`src/rtl/display_shift_driver_pkg.sv`:
```
// Shared clock-display definitions: driver state encoding and frame geometry constants.
package display_shift_driver_pkg;

  // Driver FSM states
  typedef enum logic [2:0] {
    StIdle    = 3'd0,
    StLoad    = 3'd1,
    StShiftLo = 3'd2,
    StShiftHi = 3'd3,
    StLatch   = 3'd4
  } drv_state_e;

  // segment_select value when no digit is addressed
  localparam logic [2:0] IDLE_SELECT    = 3'h7;
  // Digits per frame (seconds_lsd .. hours_msd)
  localparam int unsigned NUM_DIGITS     = 6;
  // Serial bits per digit: decimal point plus seven segments
  localparam int unsigned BITS_PER_DIGIT = 8;

  // True while the serial clock generator should be running
  function automatic logic is_shift_state(input drv_state_e st);
    return (st == StShiftLo) || (st == StShiftHi);
  endfunction

endpackage

```
`src/rtl/serial_clk_gen.sv`:
```
// Half-period timer for the serial shift clock. While enabled it counts HALF_PERIOD clk
// cycles and raises a one-cycle tick on the last one, then restarts from zero.
module serial_clk_gen #(
  parameter int unsigned HALF_PERIOD = 1
) (
  input  logic clk,
  input  logic reset,
  input  logic en,
  output logic tick
);

  // Terminal count; the counter never exceeds this value
  localparam logic [3:0] CntLast = 4'(HALF_PERIOD - 1);

  logic [3:0] cnt_q, cnt_d;

  assign tick = en && (cnt_q == CntLast);

  // Next count: hold at zero when idle, restart after each tick
  always_comb begin
    cnt_d = cnt_q;
    if (!en || tick) begin
      cnt_d = 4'd0;
    end else begin
      cnt_d = cnt_q + 4'd1;
    end
  end

  // Counter register with synchronous reset
  always_ff @(posedge clk) begin
    if (reset) begin
      cnt_q <= 4'd0;
    end else begin
      cnt_q <= cnt_d;
    end
  end

endmodule

```
`src/rtl/display_shift_driver.sv`:
```
// Serialises the six clock-display digits into an external 74HC595-style shift register
// chain, hours_msd first, MSB (decimal point, always off) first, then pulses the latch.
// Every output is a flop fed from next-state decode, so outputs track the current state
// with no extra cycle of lag and no combinational path from the inputs.
module display_shift_driver
  import display_shift_driver_pkg::*;
#(
  parameter int unsigned HALF_PERIOD = 1
) (
  input  logic       clk,
  input  logic       reset,
  input  logic       refresh_stb,
  input  logic [6:0] led_in,
  output logic [2:0] segment_select,
  output logic       serial_data,
  output logic       serial_clk,
  output logic       serial_latch,
  output logic       busy
);

  localparam logic [2:0] DigitFirst = 3'(NUM_DIGITS - 1);
  localparam logic [2:0] BitFirst   = 3'(BITS_PER_DIGIT - 1);

  drv_state_e state_q, state_d;
  logic [2:0] digit_q, digit_d;
  logic [2:0] bit_q, bit_d;
  logic [7:0] shreg_q, shreg_d;

  logic       hp_en;
  logic       hp_tick;

  logic [2:0] sel_q, sel_d;
  logic       sdata_q, sdata_d;
  logic       sclk_q, sclk_d;
  logic       latch_q, latch_d;
  logic       busy_q, busy_d;

  assign hp_en = is_shift_state(state_q);

  serial_clk_gen #(
    .HALF_PERIOD(HALF_PERIOD)
  ) u_serial_clk_gen (
    .clk  (clk),
    .reset(reset),
    .en   (hp_en),
    .tick (hp_tick)
  );

  // Frame sequencing: next state, digit/bit counters and shift register
  always_comb begin
    state_d = state_q;
    digit_d = digit_q;
    bit_d   = bit_q;
    shreg_d = shreg_q;
    unique case (state_q)
      StIdle: begin
        if (refresh_stb) begin
          state_d = StLoad;
          digit_d = DigitFirst;
        end
      end
      StLoad: begin
        // Decimal point is always off, so a zero leads each byte
        shreg_d = {1'b0, led_in};
        bit_d   = BitFirst;
        state_d = StShiftLo;
      end
      StShiftLo: begin
        if (hp_tick) begin
          state_d = StShiftHi;
        end
      end
      StShiftHi: begin
        if (hp_tick) begin
          shreg_d = {shreg_q[6:0], 1'b0};
          if (bit_q != 3'd0) begin
            bit_d   = bit_q - 3'd1;
            state_d = StShiftLo;
          end else if (digit_q != 3'd0) begin
            digit_d = digit_q - 3'd1;
            state_d = StLoad;
          end else begin
            state_d = StLatch;
          end
        end
      end
      StLatch: begin
        state_d = StIdle;
      end
      default: begin
        state_d = StIdle;
      end
    endcase
  end

  // Output decode from the upcoming state so the registered outputs line up with it
  always_comb begin
    sel_d   = IDLE_SELECT;
    sdata_d = 1'b0;
    sclk_d  = 1'b0;
    latch_d = 1'b0;
    busy_d  = (state_d != StIdle);
    unique case (state_d)
      StLoad: begin
        sel_d = digit_d;
      end
      StShiftLo: begin
        sel_d   = digit_d;
        sdata_d = shreg_d[7];
      end
      StShiftHi: begin
        // Shift register only moves on exit from the high phase, so data is held
        sel_d   = digit_d;
        sdata_d = shreg_d[7];
        sclk_d  = 1'b1;
      end
      StLatch: begin
        latch_d = 1'b1;
      end
      default: begin
      end
    endcase
  end

  // State, counters and registered outputs; reset aborts any frame without latching
  always_ff @(posedge clk) begin
    if (reset) begin
      state_q <= StIdle;
      digit_q <= 3'd0;
      bit_q   <= 3'd0;
      shreg_q <= 8'd0;
      sel_q   <= IDLE_SELECT;
      sdata_q <= 1'b0;
      sclk_q  <= 1'b0;
      latch_q <= 1'b0;
      busy_q  <= 1'b0;
    end else begin
      state_q <= state_d;
      digit_q <= digit_d;
      bit_q   <= bit_d;
      shreg_q <= shreg_d;
      sel_q   <= sel_d;
      sdata_q <= sdata_d;
      sclk_q  <= sclk_d;
      latch_q <= latch_d;
      busy_q  <= busy_d;
    end
  end

  assign segment_select = sel_q;
  assign serial_data    = sdata_q;
  assign serial_clk     = sclk_q;
  assign serial_latch   = latch_q;
  assign busy           = busy_q;

endmodule

```
`config.mk`:
```
export PLATFORM = sky130hd
export DESIGN_NAME = display_shift_driver
export DESIGN_NICKNAME = d
export VERILOG_FILES = /design/src/rtl/display_shift_driver_pkg.sv /design/src/rtl/serial_clk_gen.sv /design/src/rtl/display_shift_driver.sv
export SDC_FILE = /design/constraint.sdc
export NUM_CORES = 1
export LEC_CHECK = 0
export ABC_AREA = 1
export CORE_MARGIN = 2
export CORE_UTILIZATION = 40
export CTS_BUF_LIST = sky130_fd_sc_hd__clkbuf_8
export DETAILED_ROUTE_END_ITERATION = 8
export PLACE_DENSITY = 0.64
export SYNTH_ARGS = -nofsm -noshare
export SYNTH_HDL_FRONTEND = slang
export SYNTH_SLANG_ARGS = --single-unit
```
`constraint.sdc`:
```
create_clock -name clk -period 2.8 [get_ports clk]
set_input_delay 0.42 -clock clk [delete_from_list [all_inputs] [get_ports clk]]
set_output_delay 0.42 -clock clk [all_outputs]
set_load 0.01 [all_outputs]
```
==> results of run 1 <==
==> cells in the mapped netlist <==
library cell and n:
nor3_1 2, ha_1 6, nand3_2 2, nand2_2 5, nor2_4 1, xor2_1 1, buf_6 1, xnor2_1 2
a21oi_1 6, o21ai_0 4, nor2_1 17, nor2_2 4, nand3_1 10, clkbuf_2 1, nand4_1 2, clkbuf_1 1
inv_1 23, a31oi_1 6, dfxtp_1 28, nand2_1 39, o21ai_1 1
==> area by class of cell <==
class	count	area share, %
multi-input cells	108	38.4
flip-flops and latches	28	38.2
repair buffers	16	10.9
inverters	23	5.88
clock buffers	4	3.75
well taps	33	2.81
==> layer usage <==
metal	routed length (um)	track usage [%]
met5	0	0
met4	73	9.74
met3	86	1.31
met2	1110	24.3
met1	1020	18.5
==> cell families after synthesis <==
logic type	Yosys count
xor gates and xnor gates	3
adders and majority gates	6
DFF	28
AOI/OAI and AO/OA	17
buffers and inverters	26
and+or+nand+nor	82
==> report_power, final <==
group          switching [mW]  internal, mW
clock network           0.115         0.126
registers              0.0169         0.429
logic                   0.101        0.0708
total                   0.233         0.625
==> metrics by stage <==
step	setup slack [ps]	total power, mW	area, um^2	hold slack, ps	util [%]
CTS	1210	0.865	1470	473	49.3
global route	1030	0.913	1470	485	49.3
floorplan	1540	0.566	1230	430	-
detailed placement	976	0.625	1410	461	47.4
global placement	1020	0.622	1410	440	47.4
finish	1200	0.858	1470	469	49.3
==> final timing paths <==
check	start	endpoint	depth (start not counted)
worst max-delay path	u_serial_clk_gen.cnt_q[0]	segment_select[0]	7
worst min-delay path	shreg_q[0]	shreg_q[0]	2
worst max register to register	u_serial_clk_gen.cnt_q[0]	segment_select[0]	7
worst min register to register	shreg_q[0]	shreg_q[0]	2
==> critical path, stage by stage (launching register included) <==
cell     delay (ps)
dfxtp_1         340
inv_1            60
ha_1            140
nand2_1         160
nor2_4          320
nand2_2         110
o21ai_0         260
nand2_1          80
==> flip-flops by register name (all words and copies together) (netlist names), 3 cells and up <==
name                    cells
segment_select              3
bit_q                       3
digit_q                     3
shreg_q                     8
state_q                     3
u_serial_clk_gen.cnt_q      4
==> impl_metrics.env, run 1 <==
export IMPL_yosysSeqAreaShare_pct=45.5
export IMPL_cp_max_fo=13
export IMPL_synthXorXnorAreaFrac_pct=2.13
export IMPL_drive_gt1_share_pct=8.94
export IMPL_antenna_found_initial=0
export IMPL_viasPerCell=5.01
export IMPL_ir_drop_uv=295
export IMPL_crit_arrival_ps=1760
export IMPL_hold_violations=0
export IMPL_insertedDiodeCount=0
export IMPL_dp_cells=208
export IMPL_clock_latency_ps=270
export IMPL_dr_pass1_iters=4
export IMPL_routed_wl_um=2300
export IMPL_ys_ff_latch=28
export IMPL_grtUsageTotal_pct=14.9
export IMPL_hold_path_class="reg -> reg"
export IMPL_start_util_pct=41.3
export IMPL_worstSetupStartpointType="flop"
export IMPL_die_h_um=59.5
export IMPL_dr_first_iter_drc_count=53
export IMPL_synth_top_cells_by_area="dfxtp_1 (46%), nand2_1 (12%), inv_1 (7.0%), ha_1 (6.1%), nor2_1 (5.2%)"
export IMPL_cts_tree="built"
export IMPL_multi_input_area_um2=564
export IMPL_fin_crit_ps=1600
export IMPL_clock_path_buffers=2
export IMPL_rsz0062_at_grt="false"
export IMPL_hpwl_um=1800
export IMPL_synthesis_area_um2=1230
export IMPL_synth_warnings=0
export IMPL_synth_nets=178
export IMPL_fp_dieW_um=59.5
export IMPL_portBuffers=16
export IMPL_drv_cap=0
export IMPL_crit_type="reg -> reg"
export IMPL_synth_compound_area_share_pct=7.52
export IMPL_antenna_left=0
export IMPL_endpoint_kind="flop"
export IMPL_final_max_slew_viol_count=0
export IMPL_ctsHoldBuffers=0
export IMPL_p_per_area_nw_per_um2=585
export IMPL_wire_per_inst_um=10.8
export IMPL_ctsHtreeMaxLevel=1
export IMPL_period_share_pct=57.2
export IMPL_final_common_cell="nand2_1"
export IMPL_yosys_area_top_type_share_pct=45.5
export IMPL_die_area_um2=3540
export IMPL_ys_types=21
export IMPL_cts_made_buffers=3
export IMPL_postCtsSetupBuffers=0
export IMPL_synth_adder_area_share_pct=6.10
export IMPL_setup_tns_final_ps=0
export IMPL_grt_ovfl_total=0
export IMPL_clock_sinks=28
export IMPL_synth_avg_cell_area_um2=7.60
export IMPL_fmax_ghz=0.624
export IMPL_crit_required_ps=2960
export IMPL_clk_pin_slew_ps=90
export IMPL_gp_congestion=0.934
export IMPL_instances_no_fill=212
export IMPL_regArea_um2=561
export IMPL_fin_skew_ps=1.28
export IMPL_cts_resized=0
export IMPL_layout_common_cells="nand2_1 (39), dfxtp_1 (28), inv_1 (23)"
export IMPL_tightest_slew_ps=586
export IMPL_core_um2=2980
export IMPL_p_leak_nw=0.619
export IMPL_synth_top_family_by_area="simple AND/OR/NAND/NOR gates"
export IMPL_drcViolationCount=0
export IMPL_r2r_slack_ps=1200
export IMPL_final_setup_viol_count=0
export IMPL_post_synth_top_area_cell="dfxtp_1"
export IMPL_fill_cells=285
export IMPL_muxShareOfSynthArea_pct=0
export IMPL_syn_inst=162
export IMPL_grt_max_degree=17
export IMPL_grt_pass1_vias=972
export IMPL_row_count=20
export IMPL_grt_pass1_wl_um=4020
export IMPL_area_delta_synth_final_pct=19.2
export IMPL_nets=196
export IMPL_vias=1062
export IMPL_synth_simple_gate_area_share_pct=30.1
export IMPL_cts_root_buffer="clkbuf_8"
export IMPL_outcome="completed"
export IMPL_slew_headroom_pct=60.8
export IMPL_ios=17
Note: power is estimated with default switching activity, not from simulation.
==> run 2, diff against run 1 <==
--- a/config.mk
+++ b/config.mk
@@ -10,7 +10,7 @@
 export CORE_UTILIZATION = 40
 export CTS_BUF_LIST = sky130_fd_sc_hd__clkbuf_8
 export DETAILED_ROUTE_END_ITERATION = 8
-export PLACE_DENSITY = 0.64
+export PLACE_DENSITY = 0.67
 export SYNTH_ARGS = -nofsm -noshare
 export SYNTH_HDL_FRONTEND = slang
 export SYNTH_SLANG_ARGS = --single-unit
==> constraint.sdc (replaced) <==
create_clock -name clk -period 1.33 [get_ports clk]
set_input_delay 0.1995 -clock clk [delete_from_list [all_inputs] [get_ports clk]]
set_output_delay 0.1995 -clock clk [all_outputs]
set_load 0.01 [all_outputs]
==> run 2 against run 1 <==
  * Flip-flop and latch count stayed put
  * Core utilization increased by 11 points
  * Die area unchanged
  * Sequential share of layout area decreased by 6.4 points
  * Critical path type unchanged
  * Highest routed layer unchanged
==> impl_metrics.env, run 2 (same netlist as run 1, synthesis figures left out) <==
export IMPL_max_stage_delay_ps=330
export IMPL_hold_path_class="reg -> reg"
export IMPL_fin_skew_ps=2.33
export IMPL_ctsHoldBuffers=0
export IMPL_fin_crit_ps=1290
export IMPL_reg_largest_list="shreg_q: 8 flops, u_serial_clk_gen.cnt_q: 4 flops"
export IMPL_outcome="completed"
export IMPL_path_buf_inv=4
export IMPL_intPower_mw=1.43
export IMPL_p_clk_share_pct=26.4
export IMPL_combPwrFrac_pct=26.6
export IMPL_period_share_pct=97.3
export IMPL_nets=221
export IMPL_clock_sinks=28
export IMPL_setup_ws_ps=36.2
export IMPL_dr_pass1_iters=4
export IMPL_cp_max_fo=3
export IMPL_hpwl_um=1920
export IMPL_final_common_cell="nand2_1"
export IMPL_viasPerCell=4.84
export IMPL_largest_reg_flops=8
export IMPL_grt_ovfl_total=0
export IMPL_dpl_cell_area_um2=1550
export IMPL_vias=1147
export IMPL_insertedDiodeCount=0
export IMPL_crit_arrival_ps=1470
export IMPL_antenna_found_initial=0
export IMPL_grt_pass1_vias=1073
export IMPL_ir_drop_uv=586
export IMPL_grt_pass1_wl_um=4610
export IMPL_layout_common_cells="nand2_1 (36), buf_4 (23), dfxtp_1 (20)"
export IMPL_final_max_slew_viol_count=0
export IMPL_worstSetupStartpointType="flop"
export IMPL_p_leak_nw=0.803
export IMPL_grtUsageTotal_pct=17.6
export IMPL_endpoint_kind="flop"
export IMPL_slowest_stage="dfxtp_2"
export IMPL_routed_wl_um=2720
export IMPL_die_area_um2=3540
export IMPL_area_delta_synth_final_pct=45.7
export IMPL_ios=17
export IMPL_start_util_pct=41.3
export IMPL_rsz0062_at_grt="true"
export IMPL_hold_violations=0
export IMPL_die_h_um=59.5
export IMPL_grt_max_degree=16
export IMPL_portBuffers=16
export IMPL_crit_family="buffers and inverters"
export IMPL_drv_cap=0
export IMPL_fin_util_pct=60.3
export IMPL_clock_path_buffers=2
export IMPL_drive_gt1_share_pct=35.8
export IMPL_cts_tree="built"
export IMPL_row_count=20
export IMPL_place_ws_ps=-87.0
export IMPL_fmax_ghz=0.773
export IMPL_fp_dieW_um=59.5
export IMPL_path_cells="inv_2, buf_4, buf_4, buf_4, ha_4, nand3_1, o21ai_2, nand2_2, nand2_1"
export IMPL_clk_pin_slew_ps=90
export IMPL_cts_root_buffer="clkbuf_8"
export IMPL_dr_first_iter_drc_count=29
export IMPL_crit_type="reg -> reg"
export IMPL_clock_latency_ps=280
export IMPL_cts_made_buffers=3
export IMPL_gp_congestion=0.858
export IMPL_final_setup_viol_count=0
export IMPL_tightest_slew_ps=185
export IMPL_wire_per_inst_um=11.5
export IMPL_final_design_area_no_fill_um2=1790
export IMPL_ctsHtreeMaxLevel=1
export IMPL_crit_required_ps=1510
export IMPL_p_sw_uw=576
export IMPL_fill_cells=264
export IMPL_slew_headroom_pct=87.7
export IMPL_drcViolationCount=0
export IMPL_antenna_left=0
export IMPL_p_per_area_nw_per_um2=1120
export IMPL_core_um2=2980
export IMPL_top_register="shreg_q"
export IMPL_path_common_cell="buf_4"
export IMPL_p_seq_share_pct=47.0
export IMPL_switching_share_pct=28.7
==> run 2: layout make-up <==
type	count	area [um^2]	area share (%)
multi-input combinational	108	667	37.2
sequential	28	571	31.8
timing repair buffer	41	367	20.4
inverter	23	93.8	5.23
clock buffer	4	55.1	3.07
tap	33	41.3	2.30
==> run 2: path summary, 6_finish.rpt <==
| kind | to | from | slack, ps | cells past startpoint |
|---|---|---|---|---|
| max | segment_select[2] | digit_q[1] | 40 | 9 |
| min | shreg_q[0] | shreg_q[0] | 460 | 2 |
| max reg2reg | segment_select[2] | digit_q[1] | 40 | 9 |
| min reg2reg | shreg_q[0] | shreg_q[0] | 460 | 2 |
==> run 2: repair_timing <==
item                                    4_1_cts  5_1_grt
setup buffers                                 6        2
pin swaps                                    10       14
endpoints found under the setup margin        9       25
resized for setup                            22       32
==> run 2: power groups by stage <==
stage	clock (mW)	combinational, mW	sequential [mW]
2_1_floorplan	0	0.230	0.962
3_3_place_gp	0	0.425	0.955
3_5_place_dp	0	0.434	0.956
4_1_cts	0.545	0.471	0.937
5_1_grt	0.570	0.591	0.951
6_report	0.530	0.533	0.943
==> run 2: metal layers <==
layer  wire length [um]  global-route usage (%)  share of wire (%)
met2               1310                    29.7                 48
met4                 57                    8.77                2.1
met1               1260                    21.2                 46
met3                 91                    3.28                3.3
met5                  0                       0                  0
==> run 2: worst reg2reg max path: stages (launching register included) <==
cell and delay [ps]:
dfxtp_2 330, inv_2 50, buf_4 120, buf_4 120
buf_4 140, ha_4 160, nand3_1 90, o21ai_2 60
nand2_2 80, nand2_1 50
==> run 2: through the flow <==
step,std cells,power [mW],TNS (ps),hold WS (ps)
finish,237,2.01,0,462
global route,237,2.11,-261,487
CTS,235,1.95,-8.39,466
detailed placement,225,1.39,-314,454
global placement,225,1.38,-160,449
floorplan,162,1.19,0,347
